[src/rtl/ddp_req_arb_if.sv]
// Requester/issue-side bundle for ddp_req_arb: per-requester request bus,
// header-generator strobe, send-done return and status.
interface ddp_req_arb_if #(
    parameter int NUM_REQ = 4
);
    logic [NUM_REQ-1:0]    reqValid;
    logic [NUM_REQ*56-1:0] reqHeader;
    logic [NUM_REQ*8-1:0]  reqCtrl;
    logic [NUM_REQ-1:0]    reqAck;
    logic                  pkgFifoFull;
    logic                  sendDoneValid;
    logic                  rdmap2DdpHdrValid;
    logic [55:0]           rdmap2DdpHeader;
    logic [7:0]            rdmap2DdpCtrl;
    logic [7:0]            outstCnt;
    logic                  arbBusy;
    logic [1:0]            dbgState;

    // Handshake: a requester raises reqValid[i] and holds header/ctrl stable
    // until the cycle reqAck[i] pulses; that pulse coincides with the single
    // rdmap2DdpHdrValid strobe carrying the same header/ctrl.
    modport slave (
        input  reqValid, reqHeader, reqCtrl, pkgFifoFull, sendDoneValid,
        output reqAck, rdmap2DdpHdrValid, rdmap2DdpHeader, rdmap2DdpCtrl,
        output outstCnt, arbBusy, dbgState
    );

    modport master (
        output reqValid, reqHeader, reqCtrl, pkgFifoFull, sendDoneValid,
        input  reqAck, rdmap2DdpHdrValid, rdmap2DdpHeader, rdmap2DdpCtrl,
        input  outstCnt, arbBusy, dbgState
    );
endinterface

[src/rtl/ddp_req_arb.sv]
// Round-robin RDMAP request arbiter feeding the DDP header generator, with an
// outstanding-message limit. Optional macro DDP_ARB_STRICT_PRIO_EN gives requester 0 strict priority.
module ddp_req_arb #(
    parameter int NUM_REQ   = 4,
    parameter int MAX_OUTST = 8
) (
    input  logic          clock,
    input  logic          reset,
    ddp_req_arb_if.slave  bus
);
    localparam int         PTR_W   = $clog2(NUM_REQ);
    localparam logic [7:0] MAX_CNT = 8'(MAX_OUTST);
`ifdef DDP_ARB_STRICT_PRIO_EN
    localparam bit STRICT_PRIO = 1'b1;
`else
    localparam bit STRICT_PRIO = 1'b0;
`endif

    typedef enum logic [1:0] {
        IDLE  = 2'd0,
        ISSUE = 2'd1,
        GAP   = 2'd2
    } state_e;

    state_e             state_q, state_d;
    logic [PTR_W-1:0]   rr_ptr_q, rr_ptr_d;
    logic [PTR_W-1:0]   win_q, win_d;
    logic [NUM_REQ-1:0] ack_q, ack_d;
    logic               hdr_vld_q, hdr_vld_d;
    logic [55:0]        hdr_q, hdr_d;
    logic [7:0]         ctrl_q, ctrl_d;
    logic [7:0]         cnt_q, cnt_d;
    logic               busy_q, busy_d;

    logic               found;
    logic [PTR_W-1:0]   win_idx;
    int                 idx;
    logic               eligible;
    logic               issue;

    // Scan from rr_ptr upward; in strict mode requester 0 pre-empts the scan
    // and is excluded from the rotation.
    always_comb begin
        found   = 1'b0;
        win_idx = '0;
        idx     = 0;
        if (STRICT_PRIO && bus.reqValid[0]) begin
            found = 1'b1;
        end
        for (int k = 0; k < NUM_REQ; k++) begin
            idx = int'(rr_ptr_q) + k;
            if (idx >= NUM_REQ) idx = idx - NUM_REQ;
            if (!found && bus.reqValid[idx] && !(STRICT_PRIO && idx == 0)) begin
                found   = 1'b1;
                win_idx = PTR_W'(idx);
            end
        end
    end

    assign eligible = (|bus.reqValid) && !bus.pkgFifoFull && (cnt_q < MAX_CNT);

    always_comb begin
        state_d  = state_q;
        rr_ptr_d = rr_ptr_q;
        win_d    = win_q;
        ack_d    = '0;
        hdr_d    = hdr_q;
        ctrl_d   = ctrl_q;
        issue    = 1'b0;
        unique case (state_q)
            IDLE: begin
                if (eligible && found) begin
                    win_d          = win_idx;
                    hdr_d          = bus.reqHeader[56*int'(win_idx) +: 56];
                    ctrl_d         = bus.reqCtrl[8*int'(win_idx) +: 8];
                    ack_d[win_idx] = 1'b1;
                    state_d        = ISSUE;
                end
            end
            ISSUE: begin
                issue   = 1'b1;
                state_d = GAP;
                if (!(STRICT_PRIO && win_q == '0)) begin
                    rr_ptr_d = (win_q == PTR_W'(NUM_REQ - 1)) ? '0 : win_q + 1'b1;
                end
            end
            GAP: begin
                state_d = IDLE;
            end
            default: begin
                state_d = IDLE;
            end
        endcase
        hdr_vld_d = (state_d == ISSUE);
        busy_d    = (state_d != IDLE);
    end

    // The message is counted on leaving ISSUE, so a reset during ISSUE drops it.
    always_comb begin
        cnt_d = cnt_q;
        case ({issue, bus.sendDoneValid})
            2'b10:   cnt_d = cnt_q + 8'd1;
            2'b01:   if (cnt_q != 8'd0) cnt_d = cnt_q - 8'd1;
            default: cnt_d = cnt_q;
        endcase
    end

    always_ff @(posedge clock or posedge reset) begin
        if (reset) begin
            state_q   <= IDLE;
            rr_ptr_q  <= '0;
            win_q     <= '0;
            ack_q     <= '0;
            hdr_vld_q <= 1'b0;
            hdr_q     <= '0;
            ctrl_q    <= '0;
            cnt_q     <= '0;
            busy_q    <= 1'b0;
        end else begin
            state_q   <= state_d;
            rr_ptr_q  <= rr_ptr_d;
            win_q     <= win_d;
            ack_q     <= ack_d;
            hdr_vld_q <= hdr_vld_d;
            hdr_q     <= hdr_d;
            ctrl_q    <= ctrl_d;
            cnt_q     <= cnt_d;
            busy_q    <= busy_d;
        end
    end

    assign bus.reqAck            = ack_q;
    assign bus.rdmap2DdpHdrValid = hdr_vld_q;
    assign bus.rdmap2DdpHeader   = hdr_q;
    assign bus.rdmap2DdpCtrl     = ctrl_q;
    assign bus.outstCnt          = cnt_q;
    assign bus.arbBusy           = busy_q;
    assign bus.dbgState          = state_q;
endmodule

[src/flat_wrapper.sv]
// flat-port wrapper written by rule: the top's interface ports become plain ports
module ddp_req_arb_flat 
#(
    parameter int NUM_REQ   = 4,
    parameter int MAX_OUTST = 8
)
  (clock, reset, bus_reqValid, bus_reqHeader, bus_reqCtrl, bus_pkgFifoFull, bus_sendDoneValid, bus_reqAck, bus_rdmap2DdpHdrValid, bus_rdmap2DdpHeader, bus_rdmap2DdpCtrl, bus_outstCnt, bus_arbBusy, bus_dbgState);
  ddp_req_arb_if #(.NUM_REQ(NUM_REQ)) bus_i ();
  input  logic clock;
  input  logic reset;
  input wire logic [$bits(bus_i.reqValid)-1:0] bus_reqValid;
  input wire logic [$bits(bus_i.reqHeader)-1:0] bus_reqHeader;
  input wire logic [$bits(bus_i.reqCtrl)-1:0] bus_reqCtrl;
  input wire logic [$bits(bus_i.pkgFifoFull)-1:0] bus_pkgFifoFull;
  input wire logic [$bits(bus_i.sendDoneValid)-1:0] bus_sendDoneValid;
  output wire logic [$bits(bus_i.reqAck)-1:0] bus_reqAck;
  output wire logic [$bits(bus_i.rdmap2DdpHdrValid)-1:0] bus_rdmap2DdpHdrValid;
  output wire logic [$bits(bus_i.rdmap2DdpHeader)-1:0] bus_rdmap2DdpHeader;
  output wire logic [$bits(bus_i.rdmap2DdpCtrl)-1:0] bus_rdmap2DdpCtrl;
  output wire logic [$bits(bus_i.outstCnt)-1:0] bus_outstCnt;
  output wire logic [$bits(bus_i.arbBusy)-1:0] bus_arbBusy;
  output wire logic [$bits(bus_i.dbgState)-1:0] bus_dbgState;
  assign bus_i.reqValid = bus_reqValid;
  assign bus_i.reqHeader = bus_reqHeader;
  assign bus_i.reqCtrl = bus_reqCtrl;
  assign bus_i.pkgFifoFull = bus_pkgFifoFull;
  assign bus_i.sendDoneValid = bus_sendDoneValid;
  assign bus_reqAck = bus_i.reqAck;
  assign bus_rdmap2DdpHdrValid = bus_i.rdmap2DdpHdrValid;
  assign bus_rdmap2DdpHeader = bus_i.rdmap2DdpHeader;
  assign bus_rdmap2DdpCtrl = bus_i.rdmap2DdpCtrl;
  assign bus_outstCnt = bus_i.outstCnt;
  assign bus_arbBusy = bus_i.arbBusy;
  assign bus_dbgState = bus_i.dbgState;
  ddp_req_arb #(.NUM_REQ(NUM_REQ), .MAX_OUTST(MAX_OUTST)) u_core (.clock(clock), .reset(reset), .bus(bus_i));
endmodule
[config.mk]
export PLATFORM = sky130hd
export DESIGN_NAME = ddp_req_arb_flat
export DESIGN_NICKNAME = d
export VERILOG_FILES = /design/src/rtl/ddp_req_arb_if.sv /design/src/rtl/ddp_req_arb.sv /design/src/flat_wrapper.sv
export SDC_FILE = /design/constraint.sdc
export NUM_CORES = 1
export LEC_CHECK = 0
export CORE_AREA = 2 2 134 136
export DETAILED_ROUTE_END_ITERATION = 10
export DIE_AREA = 0 0 136 138
export GPL_TIMING_DRIVEN = 0
export PLACE_DENSITY_LB_ADDON = 0.12
export SLEW_MARGIN = 20
export SYNTH_ARGS = -nofsm -noshare
export SYNTH_HDL_FRONTEND = slang
export SYNTH_SLANG_ARGS = --single-unit
[constraint.sdc]
create_clock -name clock -period 2.8 [get_ports clock]
set_input_delay 0.28 -clock clock [delete_from_list [all_inputs] [get_ports clock]]
set_output_delay 0.28 -clock clock [all_outputs]
set_load 0.005 [all_outputs]
==> summary.md <==
| Metric | Value |
|---|---|
| Status | finished, final reports clean |
| Starting Density | a little over a quarter |
| Clk_lat worst skew | 0.34 ns |
| Commonest cells after routing, fill and taps aside | clkdlybuf4s50_1 (341), dfrtp_1 (84), nand2_1 (73) |
| Class of the worst hold path | in2async |
| # placed instances | around 1100 |
| R2R setup slack | between 0.5 and 0.6 ns |
| Finished Layout Cells | about 1100 |
| Die X | 136 microns |
| DR iter-0 viols | 548 |
| Startpoint class of the critical path | flip-flop |
| Max-slew headroom | between 60% and 70% |
| Overall routed net length | about 21000 microns |
| PnR worst setup slack | between 0.5 and 0.6 ns |
| Post-CTS Setup Inserts | 0 |
| Root Driver | clkbuf_16 |
| Overall power | 7.08 mW |
| Final GP Congestion | a little under 0.9 |
| Synth Area in Compound Gates | 26.2% |
| Cell count of the worst reg-to-reg path | 10 |
| Post-synth EDFFs | 0 |
| Pwr dens | a little over 800 mW/mm^2 |
| Share of the yosys chip area belonging to registers | about 46% |
| Syn Inst Count | 482 |
| Endpoints failing hold | 0 |
| Filler cells | about 1700 |
| Reg2reg start | u_core.bus.dbgState[1] |
| RSZ-0062 raised after global routing | false |
| Drt pass-1 iters | 9 |
| CTS tree | built |
| Yosys cell types | 43 |
| Die Height | ~140 microns |
| Xor and xnor area share after synthesis | 1.72% |
| Detailed-placement wirelength estimate | approximately 16000 microns |
| Mean Syn Cell Area | roughly 9.5 sq um |
| Global router's overall resource usage | 21.4% |
| Synthesized flop and latch total | between 80 and 90 |
| FP Rows | 49 |
| Clock Skew | around 0.0062 ns |
| Post-synthesis simple-gate area fraction | 16.5% |
| Core area | between 0.015 and 0.02 sq mm |
| Tcrit/Tclk final | roughly 79% |
| Syn Nets | 748 |
| Clock sink count | 84 |
| MaxCap Viol Count | 0 |
| Yosys top cell area share | a little under half |
| Most common cell after layout, fill and taps aside | clkdlybuf4s50_1 |
| Synth area leader | dfrtp_1 |
| Resized cells post-CTS | 0 |
| Worst Max-Slew Pin Slew | between 0.5 and 0.6 ns |
| Largest net degree at the start of global routing | 49 |
| PortBufs | 341 |
| H-tree levels | 3 |
| Kind of critical path | reg2reg |
| Post-synthesis mux area share | less than 1% |
| Final setup fails | 0 |
| Share of layout cells above drive strength 1 | approximately 8.8% |
| Via count of the routed design | around 5500 |
| Number of global-route vias before repair | around 5500 |
| Total leakage power | around 3.3 nW |
| CP Launch Point | u_core.bus.dbgState[1] |
| Grt ovf | 0 |
| Vias per inst | around 5.1 |
| Clock Tree Buf Depth | 2 |
| First-pass GRT wire length | between 30000 and 40000 microns |
| R2R Path End | u_core.bus.outstCnt[6] |
| Synth-to-Final Area Change | 88.0% |
| CP Capture Type | flip-flop |
| Max Freq | between 400 and 500 MHz |
| Crit-path max FO | 10 |
| Hold_buf cts | 0 |
| Synth Flop Type | dfrtp_1 |
| Ys async rst share | 100% |
| CP arrival | ~2.4 ns |
| DR DRC count | 0 |
| Setup crit end | u_core.bus.outstCnt[6] |
| Inserted Clock Buffers | 9 |
| Adder-Cell Fraction of Synth Area | less than 1% |
| Die Area | approximately 0.019 sq mm |
| Post-route antenna net violation count | 0 |
| Worst-case vdd ir drop | 0.000416 V |
| Top post-synthesis cells by area | dfrtp_1 (46%), a222oi_1 (14%), a31oi_1 (8.7%) |
| Ys Warns | 0 |
| Drt wl/cell | 19.4 microns |
| Tmin final | about 2.2 ns |
| Hold Slack | ~0.34 ns |
| Initial antenna violation count | 0 |
| Antenna diodes | 0 |
| Max Slew Vio Count | 0 |
| Clock transition at the registers of the reported paths | roughly 0.060 ns |
| Final net count | ~1100 |
| Data required time of the worst path | slightly above 3 ns |
| I/O pins | between 300 and 400 |
| Netlist Area Pre-Place | 0.00458 sq mm |
| Post-Place Setup Slack | about 0.28 ns |
| Largest family of logic cells by synthesized area | compound AO/OA/AOI/OAI gates |
-- power breakdown --
group	internal, mW	leakage [nW]	switching (mW)
Combinational	2.11	2.23	1.63
Sequential	1.80	0.980	0.353
Clock	0.677	0.141	0.508
-- state kept, by name, indices dropped and copies added (netlist names) --
name,cells
u_core.bus.rdmap2DdpCtrl,8
u_core.bus.arbBusy,1
u_core.bus.outstCnt,8
u_core.bus.rdmap2DdpHdrValid,1
u_core.rr_ptr_q,2
u_core.win_q,2
u_core.bus.rdmap2DdpHeader,56
u_core.bus.reqAck,4
u_core.bus.dbgState,2
-- area by class of cell --
type	count	area [sq um]	share of cell area, %
Sequential cell	84	2100	24.4
Clock buffer	12	267	3.10
Multi-Input combinational cell	343	2090	24.3
Timing Repair Buffer	342	3440	40.0
Buffer	50	367	4.26
Clock inverter	4	32.5	0.378
Inverter	5	21.3	0.247
Tap cell	229	287	3.33
-- worst max-delay path, stage by stage (launching register included) --
cell	delay, ns
dfrtp_1	0.42
nand2b_1	0.15
buf_2	0.22
nand2_1	0.14
xnor2_1	0.16
ha_1	0.23
nor3_1	0.16
nand3_1	0.14
nor4_1	0.18
o21ai_0	0.14
xnor2_1	0.16
-- cell families (layout without fill, tap and decap cells) --
kind of cell,after synthesis,after routing
xor+xnor,9,9
simple gates,177,177
compound gates,152,152
fa+ha+maj,2,2
buf+inv,55,413
mux,3,3
flops,84,84
-- metrics by stage --
step | cell area, sq um | TNS, ns | util, %
2_1_floorplan | 4580 | 0 | -
3_3_place_gp | 8280 | -98.80 | 47.2
3_5_place_dp | 8310 | 0 | 47.4
4_1_cts | 8610 | 0 | 49.1
5_1_grt | 8610 | 0 | 49.1
6_report | 8610 | 0 | 49.1
-- metal layers --
layer	wire length [microns]	share of wire, %	GRT usage [%]	vias up
li1	-	-	-	2565
met1	7990	38	24.5	2623
met2	10400	50	38.2	273
met3	1970	9.5	5.87	33
met4	470	2.3	7.07	0
met5	0	0	0	-
-- synth_stat cells, types with 3 or more instances --
| cell type | count |
|---|---|
| nor2b_1 | 3 |
| a21oi_1 | 5 |
| nand3_1 | 5 |
| nand2_1 | 73 |
| o21ai_0 | 7 |
| nor3_1 | 6 |
| nand2b_1 | 5 |
| a222oi_1 | 64 |
| clkbuf_1 | 5 |
| buf_2 | 34 |
| inv_1 | 4 |
| xor2_1 | 4 |
| xnor2_1 | 5 |
| dfrtp_1 | 84 |
| a31oi_1 | 64 |
| buf_12 | 7 |
| nor4_1 | 3 |
| nor2_1 | 70 |
-- how the worst min path moves through the flow --
stage / to / slack [ns] / cells after the start
4_1_cts: u_core.bus.rdmap2DdpHeader[36] / 0.35 / 2
3_5_place_dp: u_core.win_q[1] / 0.48 / 2
3_3_place_gp: u_core.win_q[1] / 0.47 / 2
6_report: u_core.bus.rdmap2DdpHeader[36] / 0.34 / 2
5_1_grt: u_core.bus.rdmap2DdpHeader[36] / 0.36 / 2
2_1_floorplan: u_core.bus.rdmap2DdpCtrl[0] / 0.43 / 2
(Power assumes the default switching activity.)
